**config.mk**
```make
export PLATFORM = sky130hd
export DESIGN_NAME = lms_fifo_rd_framer_flat
export DESIGN_NICKNAME = d
export VERILOG_FILES = /design/src/rtl/lms_fifo_rd_pkg.sv /design/src/rtl/lms_fifo_rd_framer_if.sv /design/src/rtl/lms_fifo_rd_skid.sv /design/src/rtl/lms_fifo_rd_framer.sv /design/src/flat_wrapper.sv
export SDC_FILE = /design/constraint.sdc
export NUM_CORES = 1
export LEC_CHECK = 0
export BUFFER_PORTS_ARGS = -buffer_cell sky130_fd_sc_hd__buf_2
export CORE_MARGIN = 2
export CORE_UTILIZATION = 50
export CTS_CLUSTER_DIAMETER = 80
export DETAILED_ROUTE_END_ITERATION = 7
export GPL_TIMING_DRIVEN = 0
export PLACE_DENSITY = 0.81
export SYNTH_ARGS = -nofsm -noshare
export SYNTH_HDL_FRONTEND = slang
export SYNTH_SLANG_ARGS = --single-unit
```
**constraint.sdc**
```tcl
create_clock -name rd_clk -period 5.3 [get_ports rd_clk]
set_input_delay 0 -clock rd_clk [delete_from_list [all_inputs] [get_ports rd_clk]]
set_output_delay 0 -clock rd_clk [all_outputs]
set_load 0.05 [all_outputs]
```
**src/rtl/lms_fifo_rd_pkg.sv**
```systemverilog
// Shared types and helpers for the LMS FIFO read-side framer.
// Holds the FSM state encoding, legal parameter ranges and counter sizing.
package lms_fifo_rd_pkg;

    typedef enum logic [1:0] {
        ST_IDLE   = 2'd0,
        ST_STREAM = 2'd1,
        ST_FLUSH  = 2'd2
    } state_t;

    localparam int RD_LATENCY_MIN   = 1;
    localparam int RD_LATENCY_MAX   = 2;
    localparam int BUF_DEPTH_MARGIN = 2;
    localparam int FRAME_LEN_MIN    = 2;
    localparam int FRAME_LEN_MAX    = 65535;

    // Width of a counter that must be able to hold max_value itself.
    function automatic int cnt_width(input int max_value);
        return (max_value < 2) ? 1 : $clog2(max_value + 1);
    endfunction

endpackage

```
**src/rtl/lms_fifo_rd_framer_if.sv**
```systemverilog
// FIFO read port plus framed valid/ready sample stream of the LMS read framer.
// The master modport is the framer; the slave modport is the FIFO/consumer side.
interface lms_fifo_rd_framer_if #(
    parameter int DATA_WIDTH = 32
);
    logic                  rd_en;
    logic [DATA_WIDTH-1:0] rd_data;
    logic                  empty;
    logic [DATA_WIDTH-1:0] out_data;
    logic                  out_valid;
    logic                  out_ready;
    logic                  out_last;

    modport master (
        output rd_en,
        input  rd_data,
        input  empty,
        output out_data,
        output out_valid,
        output out_last,
        input  out_ready
    );

    modport slave (
        input  rd_en,
        output rd_data,
        output empty,
        input  out_data,
        input  out_valid,
        input  out_last,
        output out_ready
    );
endinterface

```
**src/rtl/lms_fifo_rd_skid.sv**
```systemverilog
// Small circular skid buffer that absorbs the FIFO read latency.
// The head entry is presented directly, so the output holds while not popped.
module lms_fifo_rd_skid
    import lms_fifo_rd_pkg::*;
#(
    parameter  int DATA_WIDTH = 32,
    parameter  int DEPTH      = 4,
    localparam int CNT_W      = cnt_width(DEPTH)
)(
    input  logic                  clk,
    input  logic                  rst,
    input  logic                  i_push,
    input  logic [DATA_WIDTH-1:0] i_data,
    input  logic                  i_pop,
    output logic [DATA_WIDTH-1:0] o_data,
    output logic                  o_valid,
    output logic [CNT_W-1:0]      o_count
);
    localparam int               PTR_W    = (DEPTH > 1) ? $clog2(DEPTH) : 1;
    localparam logic [PTR_W-1:0] PTR_LAST = PTR_W'(DEPTH - 1);
    localparam logic [CNT_W-1:0] FULL_C   = CNT_W'(DEPTH);

    logic [DATA_WIDTH-1:0] r_mem [DEPTH];
    logic [PTR_W-1:0]      r_wr_ptr;
    logic [PTR_W-1:0]      r_rd_ptr;
    logic [CNT_W-1:0]      r_count;
    logic                  w_pop;

    assign w_pop = i_pop && (r_count != '0);

    always_ff @(posedge clk or posedge rst) begin
        if (rst) begin
            for (int i = 0; i < DEPTH; i++) begin
                r_mem[i] <= '0;
            end
            r_wr_ptr <= '0;
            r_rd_ptr <= '0;
            r_count  <= '0;
        end else begin
            if (i_push) begin
                r_mem[r_wr_ptr] <= i_data;
                r_wr_ptr        <= (r_wr_ptr == PTR_LAST) ? '0 : r_wr_ptr + 1'b1;
            end
            if (w_pop) begin
                r_rd_ptr <= (r_rd_ptr == PTR_LAST) ? '0 : r_rd_ptr + 1'b1;
            end
            if (i_push && !w_pop) begin
                r_count <= r_count + 1'b1;
            end else if (!i_push && w_pop) begin
                r_count <= r_count - 1'b1;
            end
        end
    end

    assign o_data  = r_mem[r_rd_ptr];
    assign o_valid = (r_count != '0);
    assign o_count = r_count;

    // The upstream credit check must make a push into a full buffer impossible.
    a_no_overflow: assert property (@(posedge clk) disable iff (rst)
        !(i_push && !w_pop && (r_count == FULL_C)));

endmodule

```
**src/rtl/lms_fifo_rd_framer.sv**
```systemverilog
// Read-side drain engine: pops the LMS FIFO, absorbs read latency, frames samples.
// Define LMS_FIFO_RD_UNDERRUN_CNT_EN to build the saturating starved-cycle counter.
module lms_fifo_rd_framer
    import lms_fifo_rd_pkg::*;
#(
    parameter int DATA_WIDTH = 32,
    parameter int RD_LATENCY = 1,
    parameter int FRAME_LEN  = 256,
    parameter int BUF_DEPTH  = 4
)(
    input  logic                 rd_clk,
    input  logic                 rd_rst,
    input  logic                 en,
    lms_fifo_rd_framer_if.master bus,
    output logic                 frame_done,
    output logic                 busy,
    output logic [15:0]          underrun_cnt
);
    localparam int               CNT_W       = cnt_width(FRAME_LEN);
    localparam int               OCC_W       = cnt_width(BUF_DEPTH);
    localparam int               CREDIT_W    = OCC_W + 1;
    localparam logic [CNT_W-1:0] FRAME_LEN_C = CNT_W'(FRAME_LEN);
    localparam logic [CNT_W-1:0] LAST_C      = CNT_W'(FRAME_LEN - 1);
    localparam logic [CREDIT_W-1:0] CREDIT_C = CREDIT_W'(BUF_DEPTH);

    if ((RD_LATENCY < RD_LATENCY_MIN) || (RD_LATENCY > RD_LATENCY_MAX) ||
        (BUF_DEPTH < RD_LATENCY + BUF_DEPTH_MARGIN) ||
        (FRAME_LEN < FRAME_LEN_MIN) || (FRAME_LEN > FRAME_LEN_MAX)) begin : g_param_error
        $error("lms_fifo_rd_framer: illegal parameter combination");
    end

    state_t                r_state;
    state_t                w_next_state;
    logic [CNT_W-1:0]      r_issued;
    logic [CNT_W-1:0]      r_delivered;
    logic [RD_LATENCY-1:0] r_tags;
    logic                  r_frame_done;
    logic [OCC_W-1:0]      w_inflight;
    logic [OCC_W-1:0]      w_occ;
    logic [CREDIT_W-1:0]   w_credit_used;
    logic                  w_credit_ok;
    logic                  w_rd_en;
    logic                  w_start;
    logic                  w_frame_done_set;
    logic                  w_out_valid;
    logic [DATA_WIDTH-1:0] w_out_data;
    logic                  w_handshake;
    logic                  w_last;

    always_comb begin
        w_inflight = '0;
        for (int i = 0; i < RD_LATENCY; i++) begin
            w_inflight = w_inflight + OCC_W'(r_tags[i]);
        end
    end

    // Words already requested count against the buffer so a late arrival always fits.
    assign w_credit_used = {1'b0, w_inflight} + {1'b0, w_occ};
    assign w_credit_ok   = (w_credit_used < CREDIT_C);
    assign w_handshake   = w_out_valid && bus.out_ready;
    assign w_last        = (r_delivered == LAST_C);

    always_ff @(posedge rd_clk or posedge rd_rst) begin
        if (rd_rst) begin
            r_state <= ST_IDLE;
        end else begin
            r_state <= w_next_state;
        end
    end

    always_comb begin
        w_next_state     = r_state;
        w_rd_en          = 1'b0;
        w_start          = 1'b0;
        w_frame_done_set = 1'b0;
        case (r_state)
            ST_IDLE: begin
                if (en && !bus.empty) begin
                    w_next_state = ST_STREAM;
                    w_start      = 1'b1;
                end
            end
            ST_STREAM: begin
                w_rd_en = !bus.empty && (r_issued < FRAME_LEN_C) && w_credit_ok;
                if (w_rd_en && (r_issued == LAST_C)) begin
                    w_next_state = ST_FLUSH;
                end
            end
            ST_FLUSH: begin
                if (w_handshake && w_last) begin
                    w_next_state     = ST_IDLE;
                    w_frame_done_set = 1'b1;
                end
            end
            default: begin
                w_next_state = ST_IDLE;
            end
        endcase
    end

    // Tag pipe mirrors the FIFO read latency; its tail marks rd_data as valid.
    always_ff @(posedge rd_clk or posedge rd_rst) begin
        if (rd_rst) begin
            r_issued     <= '0;
            r_delivered  <= '0;
            r_tags       <= '0;
            r_frame_done <= 1'b0;
        end else begin
            r_tags       <= (r_tags << 1) | RD_LATENCY'(w_rd_en);
            r_frame_done <= w_frame_done_set;
            if (w_start) begin
                r_issued    <= '0;
                r_delivered <= '0;
            end else begin
                if (w_rd_en) begin
                    r_issued <= r_issued + 1'b1;
                end
                if (w_handshake) begin
                    r_delivered <= r_delivered + 1'b1;
                end
            end
        end
    end

    lms_fifo_rd_skid #(
        .DATA_WIDTH (DATA_WIDTH),
        .DEPTH      (BUF_DEPTH)
    ) u_skid (
        .clk     (rd_clk),
        .rst     (rd_rst),
        .i_push  (r_tags[RD_LATENCY-1]),
        .i_data  (bus.rd_data),
        .i_pop   (w_handshake),
        .o_data  (w_out_data),
        .o_valid (w_out_valid),
        .o_count (w_occ)
    );

`ifdef LMS_FIFO_RD_UNDERRUN_CNT_EN
    logic [15:0] r_underrun_cnt;

    always_ff @(posedge rd_clk or posedge rd_rst) begin
        if (rd_rst) begin
            r_underrun_cnt <= '0;
        end else if ((r_state == ST_STREAM) && !w_out_valid && bus.empty &&
                     (r_underrun_cnt != 16'hFFFF)) begin
            r_underrun_cnt <= r_underrun_cnt + 1'b1;
        end
    end

    assign underrun_cnt = r_underrun_cnt;
`else
    assign underrun_cnt = '0;
`endif

    assign bus.rd_en     = w_rd_en;
    assign bus.out_valid = w_out_valid;
    assign bus.out_data  = w_out_data;
    assign bus.out_last  = w_out_valid && w_last;
    assign frame_done    = r_frame_done;
    assign busy          = (r_state != ST_IDLE);

endmodule

```
**src/flat_wrapper.sv**
```systemverilog
// flat-port wrapper written by rule: the top's interface ports become plain ports
module lms_fifo_rd_framer_flat import lms_fifo_rd_pkg::*;
#(
    parameter int DATA_WIDTH = 32,
    parameter int RD_LATENCY = 1,
    parameter int FRAME_LEN  = 256,
    parameter int BUF_DEPTH  = 4
)
  (rd_clk, rd_rst, en, frame_done, busy, underrun_cnt, bus_rd_en, bus_rd_data, bus_empty, bus_out_data, bus_out_valid, bus_out_last, bus_out_ready);
  lms_fifo_rd_framer_if #(.DATA_WIDTH(DATA_WIDTH)) bus_i ();
  input  logic rd_clk;
  input  logic rd_rst;
  input  logic en;
  output logic frame_done;
  output logic busy;
  output logic [15:0] underrun_cnt;
  output wire logic [$bits(bus_i.rd_en)-1:0] bus_rd_en;
  input wire logic [$bits(bus_i.rd_data)-1:0] bus_rd_data;
  input wire logic [$bits(bus_i.empty)-1:0] bus_empty;
  output wire logic [$bits(bus_i.out_data)-1:0] bus_out_data;
  output wire logic [$bits(bus_i.out_valid)-1:0] bus_out_valid;
  output wire logic [$bits(bus_i.out_last)-1:0] bus_out_last;
  input wire logic [$bits(bus_i.out_ready)-1:0] bus_out_ready;
  assign bus_rd_en = bus_i.rd_en;
  assign bus_i.rd_data = bus_rd_data;
  assign bus_i.empty = bus_empty;
  assign bus_out_data = bus_i.out_data;
  assign bus_out_valid = bus_i.out_valid;
  assign bus_out_last = bus_i.out_last;
  assign bus_i.out_ready = bus_out_ready;
  lms_fifo_rd_framer #(.DATA_WIDTH(DATA_WIDTH), .RD_LATENCY(RD_LATENCY), .FRAME_LEN(FRAME_LEN), .BUF_DEPTH(BUF_DEPTH)) u_core (.rd_clk(rd_clk), .rd_rst(rd_rst), .en(en), .bus(bus_i), .frame_done(frame_done), .busy(busy), .underrun_cnt(underrun_cnt));
endmodule
```
==> impl_metrics.ini <==
[floorplanning]
rows = 43
io_pins = 90
die_x_um = 123
initial_core_util_pct = 51.0
die_h_um = 123
dieArea_um2 = 15100
core_um2 = 13900

[pwr]
leakagePower_nw = 3.86
power_density_nw_per_um2 = 616
irDropWorstVdd_v = 0.000318

[grt]
grt_overflow = 0
grt_max_degree = 95
antenna_found_initial = 1
grt_usage_pct = 21.0
grt_pass1_vias = 4755
grt_first_pass_wirelength_um = 24000

[clock_network]
clk_pin_slew_ns = 0.06
clk_path_buf_depth = 2
cts_resized = 0
clock_tree.root_cell = clkbuf_16
insertion_delay_ns = 0.42
cts_made_buffers = 17
cts.sinks = 157
cts_tree = done
postCtsSetupBuffers = 0
cts_max_level = 4

[worst_setup_path]
path_max_fanout = 10
end_kind = register
regToRegStartpoint = u_core.u_skid.o_count[0]$_DFFE_PP0P_
crit_path_start_kind = register
cp-endpoint = u_core.u_skid.o_count[2]$_DFFE_PP0P_
worst_ep_arrival_time_ns = 3.14
rrSetupSlack_ns = 2.50
critPathKind = reg -> reg
worst_ep_required_time_ns = 5.64
r2r_end = u_core.u_skid.o_count[2]$_DFFE_PP0P_
startpoint = u_core.u_skid.o_count[0]$_DFFE_PP0P_
reg2reg_depth = 8

[cells_and_area]
drive_gt1_share_pct = 46.9
fin_nets = 670
layout_commonest_cell = dfrtp_1
stdcell_count = 816
area_delta_synth_final_pct = 24.0
final_cell_mix = dfrtp_1, mux2_2, buf_2, dlygate4sd3_1, mux4_2

[placement]
io_buffers = 73
hpwl_um = 9520
gp_congestion = 0.775
dp_cells = 748

[synthesis]
synth_cell_type_count = 36
syn_inst = 479
ys_warn_count = 0
synth_area_per_cell_um2 = 14.8
ys_seq_elements = 157
ys_seq_area_share_pct = 55.5
syn_area_um2 = 7080

[routing]
drt-pass1-iter-count = 4
vias = 4449
wirelength_um = 14700
wl_per_cell_um = 18.0
drt-vias-per-instance = 5.45
ant_nets = 0
route.detailed.drc = 0
dr.first_iter.drc_count = 211

[flow_run]
cap_violations = 0

[sta]
finalHoldViolations = 0
tns_ns = 0
min_period_over_period_pct = 52.8
rsz0062_at_grt = false
finalSetupViolCount = 0
worst_slew_pin_slew_ns = 0.947
drv_slew = 0
worst_clock_skew_ns = 0.00550
relSlewSlack_pct = 36.7
period_minus_slack_ns = 2.80
timing.fmax_mhz = 357

[status]
status = finished, final reports clean

[hold_path]
worst_hold_path_type = in -> reg
-- worst min-delay path by stage --
stage,end,slack [ns],startpoint,cells after the start
after global routing,u_core.r_issued[1]$_DFFE_PP0P_,0.11,en,4
after global placement,u_core.u_skid.r_mem[101]$_DFFE_PP0P_,0.27,bus_rd_data[5],2
after floorplan,u_core.u_skid.r_mem[126]$_DFFE_PP0P_,0.15,bus_rd_data[30],1
final,u_core.r_issued[1]$_DFFE_PP0P_,0.06,en,4
after detailed placement,u_core.frame_done$_DFF_PP0_,0.24,rd_rst,2
after CTS,u_core.r_issued[1]$_DFFE_PP0P_,0.06,en,4
-- Yosys cell counts, drive strengths merged --
cell type,count,area [µm²]
a21o,1,7.51
or4,3,22.5
a21oi,9,45.0
conb,1,3.75
o21ai,6,30.0
xnor2,5,43.8
mux2,130,1460
nand2b,1,6.26
or3,6,48.8
and2,2,12.5
nor3,4,20.0
fa,1,20.0
o22ai,2,12.5
inv,8,30.0
mux2i,1,10.0
dfrtp,157,3930
nor2,12,45.0
nand3,14,70.1
and3,1,11.3
or2,2,12.5
buf,36,209
o31ai,4,30.0
or3b,1,8.76
nor3b,2,15.0
clkbuf,5,18.8
mux4,32,721
nand4,1,6.26
ha,10,125
nand2,17,63.8
nor4,1,6.26
xor2,4,35.0
-- logic make-up (layout without fill, tap and decap cells) --
logic type | count (synthesis) | in the layout | synth area share [%]
simple gates | 67 | 67 | 4.93
xor+xnor | 9 | 9 | 1.11
buf+inv | 49 | 190 | 3.64
mux | 163 | 163 | 31.0
other cells | 1 | 17 | 0.0529
compound gates | 22 | 22 | 1.77
fa+ha+maj | 11 | 11 | 2.05
flops | 157 | 157 | 55.5
-- worst max-delay path: stages, from the launching register on --
cell	delay [ns]
dfrtp_1	0.43
o31ai_1	0.63
clkbuf_1	0.45
ha_1	0.28
inv_1	0.08
fa_1	0.43
xor2_1	0.15
nor2_1	0.11
xor2_1	0.16
-- power breakdown --
part	switching (mW)	total [mW]	internal (mW)
Combinational	1.30	2.18	0.875
Clock	0.466	1.35	0.883
Sequential	0.253	1.88	1.63
-- state kept, by name, summed over array words and instances (netlist names) --
name / flops
u_core.u_skid.r_mem: 128
u_core.r_delivered: 9
u_core.r_issued: 9
u_core.u_skid.o_count: 3
u_core.r_state: 2
u_core.u_skid.r_rd_ptr: 2
u_core.u_skid.r_wr_ptr: 2
u_core.frame_done: 1
u_core.r_tags: 1
-- per-layer routing --
| layer | track usage [%] | vias to the layer above | part of all wire, % |
|---|---|---|---|
| li1 | - | 2001 | - |
| met1 | 27.0 | 2306 | 42 |
| met2 | 34.5 | 112 | 51 |
| met3 | 4.84 | 30 | 4.5 |
| met4 | 8.81 | 0 | 2.3 |
| met5 | 0 | - | 0 |
-- metrics by stage --
step / hold slack [ns] / utilization, % / cell area, µm² / total power, mW / setup slack, ns
after CTS: 0.0575 / 63.3 / 8780 / 5.45 / 2.48
after global routing: 0.110 / 63.3 / 8780 / 5.68 / 2.26
after floorplan: 0.150 / - / 7140 / 3.65 / 1.07
final: 0.0605 / 63.3 / 8780 / 5.41 / 2.50
after detailed placement: 0.242 / 55.9 / 7760 / 4.06 / 2.57
after global placement: 0.270 / 55.7 / 7730 / 3.96 / -0.243
-- area by class of cell --
class | instances | area, µm²
fill | 1010 | 5100
tap | 180 | 225
clock buffer | 21 | 480
timing repair buffer | 109 | 743
clock inverter | 11 | 186
multi-input combinational | 288 | 2950
antenna | 1 | 2.50
inverter | 8 | 35.0
sequential | 157 | 3930
buffer | 41 | 228
-- what timing repair did --
action,CTS,global route
endpoints found under the setup margin,0,0
hold buffers,35,0
endpoints found under the hold margin,226,0
Power figures use the tool's default switching activity.
